## src/rtl/systolic_feeder_if.sv

```systemverilog
// -----------------------------------------------------------------------------
// systolic_feeder_if
// Groups the job-input handshake, the skewed streams to the systolic array, the
// array accumulator return path and the result handshake of systolic_feeder.
//   i_valid/o_ready   : job handshake, i_a/i_b are the 4x4 8-bit operands
//   o_row/o_col       : skewed A/B streams, element [x][0] is the PE input
//   o_arrayClr        : registered accumulator clear for the array PEs
//   i_c               : array accumulator outputs
//   o_c/o_valid/i_ready : captured product and its handshake
// slave  : view of the feeder itself
// master : view of the surrounding environment (job source, array, sink)
// -----------------------------------------------------------------------------
interface systolic_feeder_if;
  logic                    i_valid;
  logic                    o_ready;
  logic [3:0][3:0][7:0]    i_a;
  logic [3:0][3:0][7:0]    i_b;
  logic [3:0][6:0][7:0]    o_row;
  logic [3:0][6:0][7:0]    o_col;
  logic                    o_arrayClr;
  logic [3:0][3:0][15:0]   i_c;
  logic [3:0][3:0][15:0]   o_c;
  logic                    o_valid;
  logic                    i_ready;

  modport slave (
    input  i_valid, i_a, i_b, i_c, i_ready,
    output o_ready, o_row, o_col, o_arrayClr, o_c, o_valid
  );

  modport master (
    output i_valid, i_a, i_b, i_c, i_ready,
    input  o_ready, o_row, o_col, o_arrayClr, o_c, o_valid
  );
endinterface

```

## src/rtl/systolic_feeder.sv

```systemverilog
// -----------------------------------------------------------------------------
// systolic_feeder
// Upstream controller for a 4x4 systolic array multiplier. Accepts A and B,
// builds diagonally skewed row/column streams, clears the array accumulators
// for one cycle, shifts the streams one element per cycle, then captures the
// 16-bit product C = A x B from the array and holds it until downstream takes it.
// Ports:
//   i_clk  : clock
//   i_arst : asynchronous active-high reset
//   bus    : systolic_feeder_if.slave (job, stream, array and result signals)
// Timing: acceptance edge -> CLEAR (1 cycle) -> RUN (SHIFT+DRAIN cycles)
//         -> DONE (o_valid held until i_ready) -> IDLE.
// -----------------------------------------------------------------------------
module systolic_feeder #(
  parameter int unsigned SHIFT_CYCLES = 7,
  parameter int unsigned DRAIN_CYCLES = 7
) (
  input  logic              i_clk,
  input  logic              i_arst,
  systolic_feeder_if.slave  bus
);

  localparam int unsigned RUN_CYCLES = SHIFT_CYCLES + DRAIN_CYCLES;
  localparam int unsigned CNT_W      = $clog2(RUN_CYCLES);
  localparam logic [CNT_W-1:0] CNT_LAST  = CNT_W'(RUN_CYCLES - 1);
  localparam logic [CNT_W-1:0] CNT_SHIFT = CNT_W'(SHIFT_CYCLES);

  typedef enum logic [1:0] {
    S_IDLE,
    S_CLEAR,
    S_RUN,
    S_DONE
  } state_t;

  typedef logic [3:0][6:0][7:0]  stream_t;
  typedef logic [3:0][3:0][15:0] cmat_t;

  state_t            state_q, state_d;
  logic [CNT_W-1:0]  cnt_q, cnt_d;
  stream_t           row_q, row_d;
  stream_t           col_q, col_d;
  cmat_t             c_q, c_d;
  logic              clr_q, clr_d;
  logic              valid_q, valid_d;
  logic              ready_q, ready_d;

  // NOTE: every registered value here is a plain flop (no RAM), so the whole
  // state including the streams and the captured product is cleared by reset.
  always_ff @(posedge i_clk or posedge i_arst) begin
    if (i_arst) begin
      state_q <= S_IDLE;
      cnt_q   <= '0;
      row_q   <= '0;
      col_q   <= '0;
      c_q     <= '0;
      clr_q   <= 1'b0;
      valid_q <= 1'b0;
      ready_q <= 1'b1;
    end else begin
      // NOTE: non-blocking assignments so every flop samples pre-edge values.
      state_q <= state_d;
      cnt_q   <= cnt_d;
      row_q   <= row_d;
      col_q   <= col_d;
      c_q     <= c_d;
      clr_q   <= clr_d;
      valid_q <= valid_d;
      ready_q <= ready_d;
    end
  end

  always_comb begin
    // NOTE: every target gets a default first so no path can infer a latch.
    state_d = state_q;
    cnt_d   = cnt_q;
    row_d   = row_q;
    col_d   = col_q;
    c_d     = c_q;
    clr_d   = 1'b0;
    valid_d = valid_q;
    ready_d = ready_q;

    unique case (state_q)
      S_IDLE: begin
        if (bus.i_valid && ready_q) begin
          // Row i is delayed by i slots and column j by j slots so that
          // A[i][k] and B[k][j] meet at PE(i,j) in the same cycle.
          row_d = '0;
          col_d = '0;
          for (int x = 0; x < 4; x++) begin
            for (int e = 0; e < 4; e++) begin
              row_d[x][x+e] = bus.i_a[x][e];
              col_d[x][x+e] = bus.i_b[e][x];
            end
          end
          clr_d   = 1'b1;
          ready_d = 1'b0;
          state_d = S_CLEAR;
        end
      end

      S_CLEAR: begin
        cnt_d   = '0;
        state_d = S_RUN;
      end

      S_RUN: begin
        if (cnt_q < CNT_SHIFT) begin
          for (int x = 0; x < 4; x++) begin
            for (int k = 0; k < 6; k++) begin
              row_d[x][k] = row_q[x][k+1];
              col_d[x][k] = col_q[x][k+1];
            end
            row_d[x][6] = '0;
            col_d[x][6] = '0;
          end
        end
        if (cnt_q == CNT_LAST) begin
          // The drain period guarantees the last MAC has landed in i_c.
          c_d     = bus.i_c;
          valid_d = 1'b1;
          state_d = S_DONE;
        end else begin
          cnt_d = cnt_q + 1'b1;
        end
      end

      S_DONE: begin
        if (bus.i_ready) begin
          valid_d = 1'b0;
          ready_d = 1'b1;
          state_d = S_IDLE;
        end
      end

      default: begin
        state_d = S_IDLE;
      end
    endcase
  end

  assign bus.o_ready    = ready_q;
  assign bus.o_valid    = valid_q;
  assign bus.o_arrayClr = clr_q;
  assign bus.o_row      = row_q;
  assign bus.o_col      = col_q;
  assign bus.o_c        = c_q;

endmodule

```

## src/flat_wrapper.sv

```systemverilog
// flat-port wrapper written by rule: the top's interface ports become plain ports
module systolic_feeder_flat 
#(
  parameter int unsigned SHIFT_CYCLES = 7,
  parameter int unsigned DRAIN_CYCLES = 7
)
  (i_clk, i_arst, bus_i_valid, bus_i_a, bus_i_b, bus_i_c, bus_i_ready, bus_o_ready, bus_o_row, bus_o_col, bus_o_arrayClr, bus_o_c, bus_o_valid);
  systolic_feeder_if bus_i ();
  input  logic i_clk;
  input  logic i_arst;
  input wire logic [$bits(bus_i.i_valid)-1:0] bus_i_valid;
  input wire logic [$bits(bus_i.i_a)-1:0] bus_i_a;
  input wire logic [$bits(bus_i.i_b)-1:0] bus_i_b;
  input wire logic [$bits(bus_i.i_c)-1:0] bus_i_c;
  input wire logic [$bits(bus_i.i_ready)-1:0] bus_i_ready;
  output wire logic [$bits(bus_i.o_ready)-1:0] bus_o_ready;
  output wire logic [$bits(bus_i.o_row)-1:0] bus_o_row;
  output wire logic [$bits(bus_i.o_col)-1:0] bus_o_col;
  output wire logic [$bits(bus_i.o_arrayClr)-1:0] bus_o_arrayClr;
  output wire logic [$bits(bus_i.o_c)-1:0] bus_o_c;
  output wire logic [$bits(bus_i.o_valid)-1:0] bus_o_valid;
  assign bus_i.i_valid = bus_i_valid;
  assign bus_i.i_a = bus_i_a;
  assign bus_i.i_b = bus_i_b;
  assign bus_i.i_c = bus_i_c;
  assign bus_i.i_ready = bus_i_ready;
  assign bus_o_ready = bus_i.o_ready;
  assign bus_o_row = bus_i.o_row;
  assign bus_o_col = bus_i.o_col;
  assign bus_o_arrayClr = bus_i.o_arrayClr;
  assign bus_o_c = bus_i.o_c;
  assign bus_o_valid = bus_i.o_valid;
  systolic_feeder #(.SHIFT_CYCLES(SHIFT_CYCLES), .DRAIN_CYCLES(DRAIN_CYCLES)) u_core (.i_clk(i_clk), .i_arst(i_arst), .bus(bus_i));
endmodule
```

## config.mk

```make
export PLATFORM = sky130hd
export DESIGN_NAME = systolic_feeder_flat
export DESIGN_NICKNAME = d
export VERILOG_FILES = /design/src/rtl/systolic_feeder_if.sv /design/src/rtl/systolic_feeder.sv /design/src/flat_wrapper.sv
export SDC_FILE = /design/constraint.sdc
export NUM_CORES = 1
export LEC_CHECK = 0
export CORE_AREA = 2 2 475 477
export CTS_BUF_LIST = sky130_fd_sc_hd__clkbuf_4 sky130_fd_sc_hd__clkbuf_8
export CTS_CLUSTER_SIZE = 14
export DETAILED_ROUTE_END_ITERATION = 8
export DIE_AREA = 0 0 477 479
export GPL_ROUTABILITY_DRIVEN = 0
export GPL_TIMING_DRIVEN = 0
export SLEW_MARGIN = 10
export SYNTH_ARGS = -nofsm -noshare
export SYNTH_HDL_FRONTEND = slang
export SYNTH_SLANG_ARGS = --single-unit
```

## constraint.sdc

```tcl
create_clock -name i_clk -period 25.6 [get_ports i_clk]
set_input_delay 5.12 -clock i_clk [delete_from_list [all_inputs] [get_ports i_clk]]
set_output_delay 5.12 -clock i_clk [all_outputs]
set_load 0.02 [all_outputs]
```

==> results of run 1 <==
-- through the flow --
stage / std cells / cell area (um2) / hold WS (ns)
floorplan: 2545 / 25800 / 0.512
global placement: 6663 / 40800 / 0.458
detailed placement: 6670 / 41000 / 0.462
CTS: 6878 / 43600 / 0.475
global route: 6898 / 43700 / 0.493
finish: 6916 / 43700 / 0.472
-- power by group --
group	switching (W)	internal (W)	leakage (nW)	total, W
Sequential	0.0000250	0.000991	6.83	0.00102
Clock	0.000505	0.000624	1.39	0.00113
Combinational	0.000109	0.000117	9.32	0.000226
-- layer usage --
layer	global-route usage [%]	share of wire, %	vias up
met5	0	0.065	-
met4	7.00	4.1	20
met3	11.8	17	378
met2	25.6	42	1728
met1	19.0	37	12700
li1	-	-	10800
-- cell usage after synthesis, drive strengths merged --
master  number  area (um2)
dfstp        1        26.3
a211oi       1        7.51
buf        130         966
a22o       160        1400
nor2b        3        18.8
or2          1        6.26
a31oi        2        12.5
o21ai      389        1950
and4b        1        10.0
mux2i      192        1920
nand2      774        2910
nand3        4        20.0
a21o         1        7.51
nand2b       1        6.26
conb         1        3.75
nor3b        1        7.51
o32a         1        10.0
dfrtp      616       15400
and2         1        6.26
ha           6        75.1
inv          8        30.0
nor2         1        3.75
a21oi        3        15.0
mux2         1        11.3
nand4        2        12.5
nor3         1        5.00
and3         2        12.5
clkbuf     146         553
-- registers in the layout, indices dropped and copies added, names as in the netlist --
name / cells
u_core.state_q: 2
u_core.bus.o_ready: 1
u_core.bus.o_row: 176
u_core.bus.o_arrayClr: 1
u_core.bus.o_c: 256
u_core.bus.o_col: 176
u_core.bus.o_valid: 1
u_core.cnt_q: 4
-- cell families after synthesis --
group | Yosys count | synth area share (%)
compound gates | 557 | 13.4
fa+ha+maj | 6 | 0.295
buf+inv | 284 | 6.09
flops | 617 | 60.8
mux | 193 | 7.61
other cells | 1 | 0.0148
simple gates | 792 | 11.9
-- area by class of cell --
| cell class | instances | share of cell area [%] |
|---|---|---|
| Antenna cell | 38 | 0.218 |
| Multi-Input combinational cell | 1644 | 20.1 |
| Sequential cell | 617 | 35.3 |
| Inverter | 8 | 0.0859 |
| Timing Repair Buffer | 1133 | 26.2 |
| Tap cell | 2992 | 8.56 |
| Buffer | 276 | 3.48 |
| Clock inverter | 39 | 1.14 |
| Clock buffer | 169 | 4.89 |
-- path summary, 6_finish.rpt --
check                      slack [ns]                 from                    end
setup / recovery                18.03   u_core.bus.o_ready            bus_o_ready
hold / removal                   0.47  u_core.bus.o_c[122]    u_core.bus.o_c[122]
setup reg to reg                22.23    u_core.state_q[0]    u_core.bus.o_c[118]
hold reg to reg                  0.47  u_core.bus.o_c[122]    u_core.bus.o_c[122]
max in group asynchronous       19.47               i_arst     u_core.bus.o_c[24]
min in group asynchronous        4.56               i_arst  u_core.bus.o_col[220]
-- cells in the final DEF, fill, tap and decap left out, types with 3 or more instances in the layout --
cell                n
a21oi_1             3
clkdlybuf4s50_1  1126
dfrtp_1           616
clkinv_2           18
nand2_1           774
clkbuf_2            5
nand3_1             4
nor2b_1             3
mux2i_1           192
clkbuf_1          141
buf_4              97
buf_16              6
clkbuf_4           30
inv_1               7
conb_1             96
bufinv_16           8
ha_1                6
clkbuf_8          139
o21ai_0           359
buf_6              12
clkinvlp_4          4
o21ai_1            30
a22o_1            160
buf_2              19
diode_2            38
==> impl_metrics.env, run 1 <==
export IMPL_outcome="complete, no violations"
export IMPL_ys_ff_latch=617
export IMPL_antenna_found_initial=125
export IMPL_cts_repair_resized=0
export IMPL_rsz0062_at_grt="false"
export IMPL_ff_latch_area_um2=15400
export IMPL_slowest_stage="clkdlybuf4s50_1"
export IMPL_finalNetCount=4317
export IMPL_tightestPinTransition_ns=1.24
export IMPL_critPathLaunchType="register"
export IMPL_clock_latency_ns=0.90
export IMPL_criticalPathCategory="reg -> out"
export IMPL_cts_tree="built"
export IMPL_cp_top_family="buffers and inverters"
export IMPL_dpl_hpwl_mm=175
export IMPL_finalSetupTns_ns=0
export IMPL_netlist_instances=2450
export IMPL_cts_hold_buf=0
export IMPL_grt_pass1_wl_mm=259
export IMPL_cp_num_buf_inv=1
export IMPL_vias=25700
export IMPL_drive_above_1_share_pct=9.06
export IMPL_ys_seq_area_share_pct=60.8
export IMPL_fillCellCount=24700
export IMPL_wl_per_cell_um=29.5
export IMPL_die_width_um=477
export IMPL_report_final_slew_viol_count=0
export IMPL_post_cts_buffers=0
export IMPL_drv_cap=0
export IMPL_skew_ns=0.0532
export IMPL_vias_per_cell=3.71
export IMPL_vdd_ir_drop_max_uv=44.5
export IMPL_finalPower_w=0.00237
export IMPL_ant_nets=0
export IMPL_cpPeakStageDelay_ns=0.96
export IMPL_coreArea_um2=224000
export IMPL_root_buffer="clkbuf_8"
export IMPL_yosysWarnings=0
export IMPL_fmax_mhz=132
export IMPL_portBuffers=1126
export IMPL_ios=1223
export IMPL_track_usage_pct=17.2
export IMPL_drt_iter0_drc=2150
export IMPL_fin_ws_ns=18.03
export IMPL_hp_class="reg -> reg"
export IMPL_maxSlewHeadroom_pct=17.1
export IMPL_initial_core_util_pct=11.4
export IMPL_crit_required_ns=20.48
export IMPL_hold_depth=2
export IMPL_period_share_pct=29.6
export IMPL_path_cells="clkdlybuf4s50_1"
export IMPL_path_max_fanout=5
export IMPL_grt_ovfl_total=0
export IMPL_netlist_cell_type_count=33
export IMPL_clk_pin_slew_ns=0.06
export IMPL_dpl_worst_slack_ns=17.68
export IMPL_syn_avg_cell_area_um2=10.4
export IMPL_arrival_ns=2.45
export IMPL_drc=0
export IMPL_setup_violations=0
export IMPL_syn_area_um2=25400
export IMPL_tritoncts_num_buffers=115
export IMPL_final_util_pct=19.6
export IMPL_grt_max_degree=115
export IMPL_finalHoldViolCount=0
export IMPL_power_density_nw_per_um2=54.3
export IMPL_leakagePower_nw=17.5
export IMPL_first_global_vias=25400
export IMPL_drt_pass1_iterations=5
export IMPL_routed_wl_mm=204
export IMPL_clock_sinks=617
export IMPL_multi_input_area_um2=8790
export IMPL_cp_depth=1
export IMPL_htree_levels=3
export IMPL_endpoint_kind="output pin"
export IMPL_ctsLongestPathBuffers=3
export IMPL_r2r_cells=8
export IMPL_fp_dieH_um=479
export IMPL_area_growth_pct=72.0
export IMPL_num_rows=174
export IMPL_die_area_um2=228000
export IMPL_layout_min_cycle_time_ns=7.57
(Power assumes the default switching activity.)
==> inputs of run 2 (changes only) <==
==> constraint.sdc (replaced) <==
create_clock -name i_clk -period 7.7 [get_ports i_clk]
set_input_delay 1.54 -clock i_clk [delete_from_list [all_inputs] [get_ports i_clk]]
set_output_delay 1.54 -clock i_clk [all_outputs]
set_load 0.02 [all_outputs]
==> run 2 against run 1 <==
Effect of this change:
- sequential power grew to 3.3 times the previous value
- design area grew 0.44%
- die area is the same
- sequential share of layout area shrank 0.15 points
- cell count grew 0.14%
- critical path type unchanged
- total power grew to 3.3 times the previous value
- first-iteration DRC count shrank 9.9%
- clock skew grew 0.082 ns
- largest cell class unchanged
- largest power group unchanged
- combinational power grew to 3.4 times the previous value
- sequential cell count is the same
==> impl_metrics.env, run 2 (synthesis results as in run 1) <==
export IMPL_period_share_pct=52.8
export IMPL_grt_util_met1_pct=19.7
export IMPL_critPathLaunchType="register"
export IMPL_ios=1223
export IMPL_grt_max_degree=40
export IMPL_area_growth_pct=72.7
export IMPL_drt_iter0_drc=1937
export IMPL_hp_class="reg -> reg"
export IMPL_grt_ovfl_total=0
export IMPL_num_rows=174
export IMPL_layout_commonest_cell="clkdlybuf4s50_1"
export IMPL_hold_depth=2
export IMPL_antenna_found_initial=139
export IMPL_tightestPinTransition_ns=1.35
export IMPL_final_cell_mix="clkdlybuf4s50_1 (1126), nand2_1 (774), dfrtp_1 (616)"
export IMPL_tritoncts_num_buffers=116
export IMPL_ctsLongestPathBuffers=3
export IMPL_share_seq_of_total_power_pct=42.9
export IMPL_finalHoldViolCount=0
export IMPL_finalNetCount=4330
export IMPL_cp_top_family="buffers and inverters"
export IMPL_skew_ns=0.135
export IMPL_coreArea_um2=224000
export IMPL_drive_above_1_share_pct=9.32
export IMPL_post_cts_buffers=0
export IMPL_busiest_layer="met2"
export IMPL_routed_wl_mm=204
export IMPL_maxSlewHeadroom_pct=9.96
export IMPL_outcome="complete, no violations"
export IMPL_p_comb_share_pct=9.7
export IMPL_cts_repair_resized=0
export IMPL_switching_share_pct=27.3
export IMPL_path_max_fanout=3
export IMPL_clk_pin_slew_ns=0.06
export IMPL_htree_levels=3
export IMPL_portBuffers=1126
export IMPL_slowest_stage="clkdlybuf4s50_1"
export IMPL_arrival_ns=2.52
export IMPL_cpPeakStageDelay_ns=1.02
export IMPL_fin_area_um2=43900
export IMPL_fin_ws_ns=3.64
export IMPL_post_dp_cell_area_um2=41200
export IMPL_met3_usage_pct=11.5
export IMPL_cts_tree="built"
export IMPL_path_cells="clkdlybuf4s50_1"
export IMPL_met2_usage_pct=25.4
export IMPL_initial_core_util_pct=11.4
export IMPL_dpl_worst_slack_ns=3.30
export IMPL_grt_pass1_wl_mm=260
export IMPL_report_final_slew_viol_count=0
export IMPL_setup_violations=0
export IMPL_fp_dieH_um=479
export IMPL_internal_power_w=0.00572
export IMPL_power_density_nw_per_um2=179
export IMPL_cp_depth=1
export IMPL_whs_ns=0.472
export IMPL_drc=0
export IMPL_p_clk_share_pct=47.3
export IMPL_crit_required_ns=6.16
export IMPL_cts_hold_buf=0
export IMPL_switching_power_w=0.00215
export IMPL_clock_sinks=617
export IMPL_fmax_mhz=246
export IMPL_vdd_ir_drop_max_uv=116
export IMPL_vias_per_cell=3.70
export IMPL_layout_min_cycle_time_ns=4.06
export IMPL_drv_cap=0
export IMPL_ant_nets=0
export IMPL_finalPower_w=0.00787
export IMPL_die_area_um2=228000
export IMPL_criticalPathCategory="reg -> out"
export IMPL_drt_pass1_iterations=6
export IMPL_track_usage_pct=17.3
export IMPL_vias=25600
export IMPL_wl_per_cell_um=29.5
export IMPL_clock_latency_ns=0.94
export IMPL_dpl_hpwl_mm=176
export IMPL_rsz0062_at_grt="false"
export IMPL_root_buffer="clkbuf_8"
export IMPL_largest_register_ff_count=256
export IMPL_endpoint_kind="output pin"
export IMPL_first_global_vias=25400
export IMPL_r2r_cells=9
export IMPL_leakagePower_nw=17.6
export IMPL_cp_num_buf_inv=1
export IMPL_die_width_um=477
==> run 2: changes by cell type in the layout (fill, tap and decap cells not counted), moves of 2 or more <==
cell | before | now
clkinv_16 | 1 | 3
clkbuf_2 | 5 | 7
buf_12 | 0 | 18
clkbuf_1 | 141 | 139
clkbuf_4 | 30 | 34
buf_16 | 6 | 1
clkinv_2 | 18 | 12
clkbuf_8 | 139 | 145
inv_8 | 2 | 0
bufinv_16 | 8 | 4
inv_6 | 2 | 0
==> run 2: final timing paths <==
| kind | end | from | slack (ns) |
|---|---|---|---|
| worst max-delay path | bus_o_col[192] | u_core.bus.o_col[192] | 3.64 |
| max in group asynchronous | u_core.bus.o_col[113] | i_arst | 4.58 |
| worst max register to register | u_core.bus.o_c[16] | u_core.state_q[0] | 3.97 |
| worst min-delay path | u_core.bus.o_c[120] | u_core.bus.o_c[120] | 0.47 |
| min in group asynchronous | u_core.bus.o_c[137] | i_arst | 1.02 |
| worst min register to register | u_core.bus.o_c[120] | u_core.bus.o_c[120] | 0.47 |
==> run 2: routing by layer <==
layer	vias to the layer above	wire, um
li1	10800	-
met1	12600	76300
met2	1717	85300
met3	403	33900
met4	32	8460
met5	-	204
==> run 2: layout make-up <==
type | count | area (um2)
Antenna cell | 39 | 97.6
Multi-Input combinational cell | 1644 | 8790
Clock buffer | 179 | 2250
Timing Repair Buffer | 1145 | 11700
Inverter | 8 | 33.8
Fill cell | 24500 | 180000
Tap cell | 2992 | 3740
Clock inverter | 26 | 369
Buffer | 276 | 1520
Sequential cell | 617 | 15400
==> run 2: worst min-delay path, stage by stage, from the launching register on <==
cell and delay (ns):
dfrtp_1 0.34, nand2_1 0.05, nand2_1 0.05
==> run 2: stage by stage <==
step / std cells / setup TNS, ns / util (%)
floorplan: 2545 / -1392.28 / -
global placement: 6663 / -4168.72 / 18.2
detailed placement: 6682 / 0 / 18.4
CTS: 6887 / 0 / 19.6
global route: 6911 / 0 / 19.6
finish: 6926 / 0 / 19.6
==> run 2: power groups by stage <==
stage	Sequential (W)	Clock, W	Combinational (W)
after global routing	0.00338	0.00396	0.000818
final	0.00338	0.00372	0.000766
after CTS	0.00338	0.00385	0.000770
after detailed placement	0.00343	0	0.000766
after floorplan	0.00345	0	0.000187
after global placement	0.00344	0	0.000737
==> inputs of run 3 (changes only) <==
==> constraint.sdc (replaced) <==
create_clock -name i_clk -period 3.9 [get_ports i_clk]
set_input_delay 0.78 -clock i_clk [delete_from_list [all_inputs] [get_ports i_clk]]
set_output_delay 0.78 -clock i_clk [all_outputs]
set_load 0.02 [all_outputs]
==> results of run 3 <==
The final DEF is identical to that of run 2. Status: complete, no violations.
Main changes from that run: setup slack after placement 3.30 ns -> 0.264 ns; setup slack after layout 3.64 ns -> 0.168 ns; hold slack 0.472 ns -> 0.262 ns; start point of the critical path u_core.bus.o_col[192] -> u_core.state_q[0]; end point of the critical path bus_o_col[192] -> u_core.bus.o_c[16]; register-to-register setup slack 3.97 ns -> 0.17 ns; total power 0.00787 W -> 0.0155 W; worst IR drop on VDD 116 uV -> 229 uV
==> RTL change 1: new RTL, settings of run 3 <==
`DRAIN_CYCLES` is set to 7 in 2 places; all go to 14.
--- a/src/rtl/systolic_feeder.sv
+++ b/src/rtl/systolic_feeder.sv
@@ -13,7 +13,7 @@
 // -----------------------------------------------------------------------------
 module systolic_feeder #(
   parameter int unsigned SHIFT_CYCLES = 7,
-  parameter int unsigned DRAIN_CYCLES = 7
+  parameter int unsigned DRAIN_CYCLES = 14
 ) (
   input  logic              i_clk,
   input  logic              i_arst,
--- a/src/flat_wrapper.sv
+++ b/src/flat_wrapper.sv
@@ -2,7 +2,7 @@
 module systolic_feeder_flat 
 #(
   parameter int unsigned SHIFT_CYCLES = 7,
-  parameter int unsigned DRAIN_CYCLES = 7
+  parameter int unsigned DRAIN_CYCLES = 14
 )
   (i_clk, i_arst, bus_i_valid, bus_i_a, bus_i_b, bus_i_c, bus_i_ready, bus_o_ready, bus_o_row, bus_o_col, bus_o_arrayClr, bus_o_c, bus_o_valid);
   systolic_feeder_if bus_i ();
Check against the original RTL: not settled (the Yosys comparison gave no result); the edit may change what the design does.
==> RTL change 1 against run 3 <==
Area after synthesis is 6.5% higher. Synthesized cell count shrank 18%. Die area stayed put. Global-route usage is 3.4 points lower. Critical path depth is 2 lower. Critical endpoint is now u_core.bus.o_row[84]. Sequential cell count is 1 higher. Routed wire length decreased by 20%. Final area increased by 3.9%. Setup slack improved by 0.51 ns. Cell count decreased by 6.5%.
Power is not compared: it rests on default switching activity, and its combinational part moved more than twofold at a synthesized area within 25%.
==> RTL change 1: results (changes against run 3) <==
| Metric | Value |
|---|---|
| Initial antenna violation count | `66 (-53%)` |
| First-pass GRT wire length | `213.7 mm (-18%)` |
| Wire length on met3 | `13.82 mm (-59%)` |
| Share of post-route cells with drive strength above 1 | `26.82% (+17 points)` |
| Library cells used by synthesis | `32 (-3.0%)` |
| Outcome | `finished clean` |
| First-pass DRT Iterations | `5 (-1)` |
| Worst Max-Slew Pin Slew | `1.186 ns (-0.1646 ns)` |
| Mapped Cells | `1997 (-18%)` |
| Final wirelength | `163.7 mm (-20%)` |
| Placement Cell Area | `42850 um2 (+4.1%)` |
| Via density | `3.317 (-10%)` |
| Post-synth ARST share | `100.0% (unchanged)` |
| Vias in the first global route | `23020 (-9.4%)` |
| Drt initial violations | `747 (-61%)` |
| Met2 WL | `83.29 mm (-2.4%)` |
| Clk pin slew, worst setup/hold paths | `0.07 ns` |
| Crit path largest cell delay | `0.90 ns (+0.13 ns)` |
| Cells after DPL | `6230 (-6.8%)` |
| Synth warn | `0 (unchanged)` |
| Final Skew | `0.05264 ns (-0.08265 ns)` |
| Critical path fanouts, max | `10 (unchanged)` |
| Detailed-routing wirelength on met1 | `57.72 mm (-24%)` |
| Clk buf depth | `3 (unchanged)` |
| HPWL Detailed | `137.8 mm (-22%)` |
| Post-place setup slack | `0.3195 ns (+0.05518 ns)` |
| NumNets Final | `3881 (-10%)` |
| Sequential share of the synthesized area | `57.16% (-3.6 points)` |
| Skew-Pair Late Insertion Delay | `0.89 ns (-0.05 ns)` |
| Gr usage total | `13.88% (-3.4 points)` |
| Most frequent cells after synthesis | `dfrtp_1, mux2_2, inv_1` |
| Largest cells by area after synthesis | `dfrtp_1, mux2_2, mux2_1` |
| Critical Path AT | `3.95 ns (-0.53 ns)` |
| Num CTS Buffers | `118 (+1.7%)` |
| Final worst slack | `0.6736 ns (+0.5052 ns)` |
| Fill cells | `24280 (-1.0%)` |
| Via count | `21470 (-16%)` |
==> RTL change 1: cell count changes after synthesis, moves of 21 or more <==
cell / before / now
o21ai_0: 359 / 65
a22o_1: 160 / 0
nand3_1: 4 / 68
nand2_1: 774 / 101
mux2_2: 1 / 521
clkbuf_1: 142 / 47
o21ai_1: 30 / 0
mux2i_1: 192 / 99
mux2_1: 0 / 120
inv_1: 8 / 168
buf_6: 12 / 33
==> RTL change 1: worst register-to-register path, cell delays in order (launching register included) <==
cell      delay, ns
dfrtp_1        0.40
inv_1          0.14
ha_1           0.16
buf_4          0.17
buf_2          0.51
clkbuf_1       0.90
mux2_2         0.51
mux2_1         0.31
==> RTL change 1: stage by stage <==
stage / hold WS (ns) / utilization, %
final: 0.3935 / 20.41
after global routing: 0.3484 / 20.40
after CTS: 0.2720 / 20.37
after detailed placement: 0.4751 / 19.17
after global placement: 0.4706 / 18.98
after floorplan: 0.4794 / -
==> RTL change 1: final timing paths <==
check / endpoint / cells after the start
max in group asynchronous: u_core.bus.o_row[190] / 9
worst min register to register: u_core.bus.o_col[2] / 1
worst min-delay path: u_core.bus.o_c[75] / 2
min in group i_clk: u_core.bus.o_row[90] / 3
worst max register to register: u_core.bus.o_row[84] / 7
worst max-delay path: u_core.bus.o_row[84] / 7
==> RTL change 1: metal layers <==
layer	global-route usage, %	vias to the layer above
li1	-	9394
met1	14.06	10710
met2	25.10	1060
met3	5.186	301
met4	6.485	2
met5	0	-
==> RTL change 1: kinds of logic after synthesis <==
| family | after synthesis | synth area share (%) |
|---|---|---|
| fa+ha+maj | 7 | 0.3237 |
| buf+inv | 378 | 7.819 |
| other cells | 1 | 0.01386 |
| compound gates | 75 | 1.489 |
| mux | 740 | 30.34 |
| simple gates | 178 | 2.858 |
| flops | 618 | 57.16 |
==> RTL change 1: where the power goes <==
| group | switching (mW) | internal, mW | total [mW] |
|---|---|---|---|
| sequential | 2.53 | 9.30 | 11.8 |
| clock | 3.23 | 4.22 | 7.44 |
| combinational | 11.0 | 9.13 | 20.2 |
==> RTL change 1: area by class of cell <==
class | count | share of cell area (%)
multi-input combinational | 1096 | 21.56
timing repair buffer | 1146 | 25.60
inverter | 168 | 1.390
tap | 2992 | 8.204
antenna | 32 | 0.1755
buffer | 210 | 3.274
clock buffer | 175 | 4.908
clock inverter | 36 | 0.9954
sequential | 618 | 33.90
==> RTL change 2: new RTL, config.mk and constraints of run 3 <==
Without the edit above. Make the reset (`i_arst`) synchronous in one clocked block. Comments in the files are not updated.
--- a/src/rtl/systolic_feeder.sv
+++ b/src/rtl/systolic_feeder.sv
@@ -46,7 +46,7 @@
 
   // NOTE: every registered value here is a plain flop (no RAM), so the whole
   // state including the streams and the captured product is cleared by reset.
-  always_ff @(posedge i_clk or posedge i_arst) begin
+  always_ff @(posedge i_clk) begin
     if (i_arst) begin
       state_q <= S_IDLE;
       cnt_q   <= '0;
Formal check against the unedited RTL: not equivalent (a bounded check fails within 4 cycles, from zero or initial values and one cycle with i_arst high; the reset may be asserted at any time).
==> RTL change 2 against run 3 <==
Global-route usage decreased by 2.4 points. First-iteration DRC count decreased by 41%. Sequential cell count unchanged. Count of clock-buffer cells in the layout increased by 4. Setup slack improved by 0.17 ns. Area after synthesis increased by 3.9%. Utilization increased by 0.23 points. Final area increased by 1.2%. Routed wire length decreased by 13%. Clock skew decreased by 0.084 ns. Synthesized cell count increased by 24%.
Power is not compared: it rests on default switching activity, and its combinational part moved more than twofold at a synthesized area within 25%.
==> RTL change 2: results (changes against run 3) <==
| Metric | Value |
|---|---|
| Post-synth ARST share | `0% (-100 points)` |
| Met3 usage | `4.749% (-6.8 points)` |
| Share of post-route cells with drive strength above 1 | `13.35% (+4.0 points)` |
| Skew-Pair Late Insertion Delay | `0.88 ns (-0.06 ns)` |
| Critical Path AT | `4.36 ns (-0.12 ns)` |
| Vias in the first global route | `27560 (+8.5%)` |
| Initial antenna violation count | `44 (-68%)` |
| Library cells used by synthesis | `35 (+6.1%)` |
| Final wirelength | `177.5 mm (-13%)` |
| Met2 Use GR | `26.97% (+1.6 points)` |
| Outcome | `finished clean` |
| Post-place setup slack | `-0.1125 ns (-0.3768 ns)` |
| Largest net degree at the start of global routing | `19 (-53%)` |
| First-pass GRT wire length | `232.2 mm (-11%)` |
| Mapped Cells | `3029 (+24%)` |
| NumNets Final | `4888 (+13%)` |
| Placement Cell Area | `41800 um2 (+1.5%)` |
| Cells after DPL | `7242 (+8.4%)` |
| Worst rel slew slack | `16.12% (+6.2 points)` |
| Most frequent cells after synthesis | `nand2_1, dfxtp_1, mux2i_1` |
| Largest cells by area after synthesis | `dfxtp_1, nand2_1, mux2i_1` |
| Port Buffers | `1125 (-0.089%)` |
| Final Skew | `0.05155 ns (-0.08374 ns)` |
| Num CTS Buffers | `114 (-1.7%)` |
| Wire length on met3 | `14.07 mm (-59%)` |
| Via count | `26960 (+5.2%)` |
| Detailed-routing wirelength on met1 | `58.44 mm (-23%)` |
## RTL change 2: changes by cell type after synthesis, sizes merged, moves of 17 or more
| cell | delta |
|---|---|
| a22o | -160 |
| nand2 | +291 |
| buf | +81 |
| mux2 | +191 |
| clkbuf | -17 |
| dfxtp | +617 |
| mux2i | +161 |
| nand3 | +154 |
| dfrtp | -616 |
| o21ai | -387 |
| a21oi | +257 |
## RTL change 2: layout make-up
type                            count  area [um2]  area share (%)
Clock buffer                      183        2300           5.178
Inverter                           10       37.54         0.08451
Multi-Input combinational cell   2157       12400           27.92
Tap cell                         2992        3744           8.428
Antenna cell                       23       57.56          0.1296
Sequential cell                   617       12350           27.81
Buffer                            340        1977           4.451
Timing Repair Buffer             1126       11290           25.41
Clock inverter                     17       259.0          0.5831
## RTL change 2: worst max-delay path: stages (launching register included)
cell and delay (ns):
dfxtp_1 0.39, inv_1 0.08, ha_1 0.19, buf_2 0.16, buf_2 0.33, clkinv_1 0.45, clkbuf_1 0.97, nand3_1 0.58
mux2i_1 0.28
## RTL change 2: cell families after synthesis
group	after synthesis	share of synthesized area (%)
buffers and inverters	350	7.614
adders and majority gates	6	0.2843
muxes	545	21.57
DFF	617	46.77
and+or+nand+nor	1236	18.42
AOI/OAI and AO/OA	274	5.330
other	1	0.01420
## RTL change 2: where the power goes
group          leakage (nW)  switching [mW]  internal [mW]  total, mW
logic                  9.97            6.68           5.09       11.8
registers              5.01            1.34           7.44       8.79
clock network          1.35            3.11           4.00       7.11
## RTL change 2: final timing paths
check,start,to,slack [ns]
setup / recovery,u_core.state_q[0],u_core.bus.o_row[24],0.34
hold reg to reg,u_core.bus.o_c[22],u_core.bus.o_c[22],0.45
hold / removal,u_core.bus.o_c[22],u_core.bus.o_c[22],0.45
setup reg to reg,u_core.state_q[0],u_core.bus.o_row[24],0.34
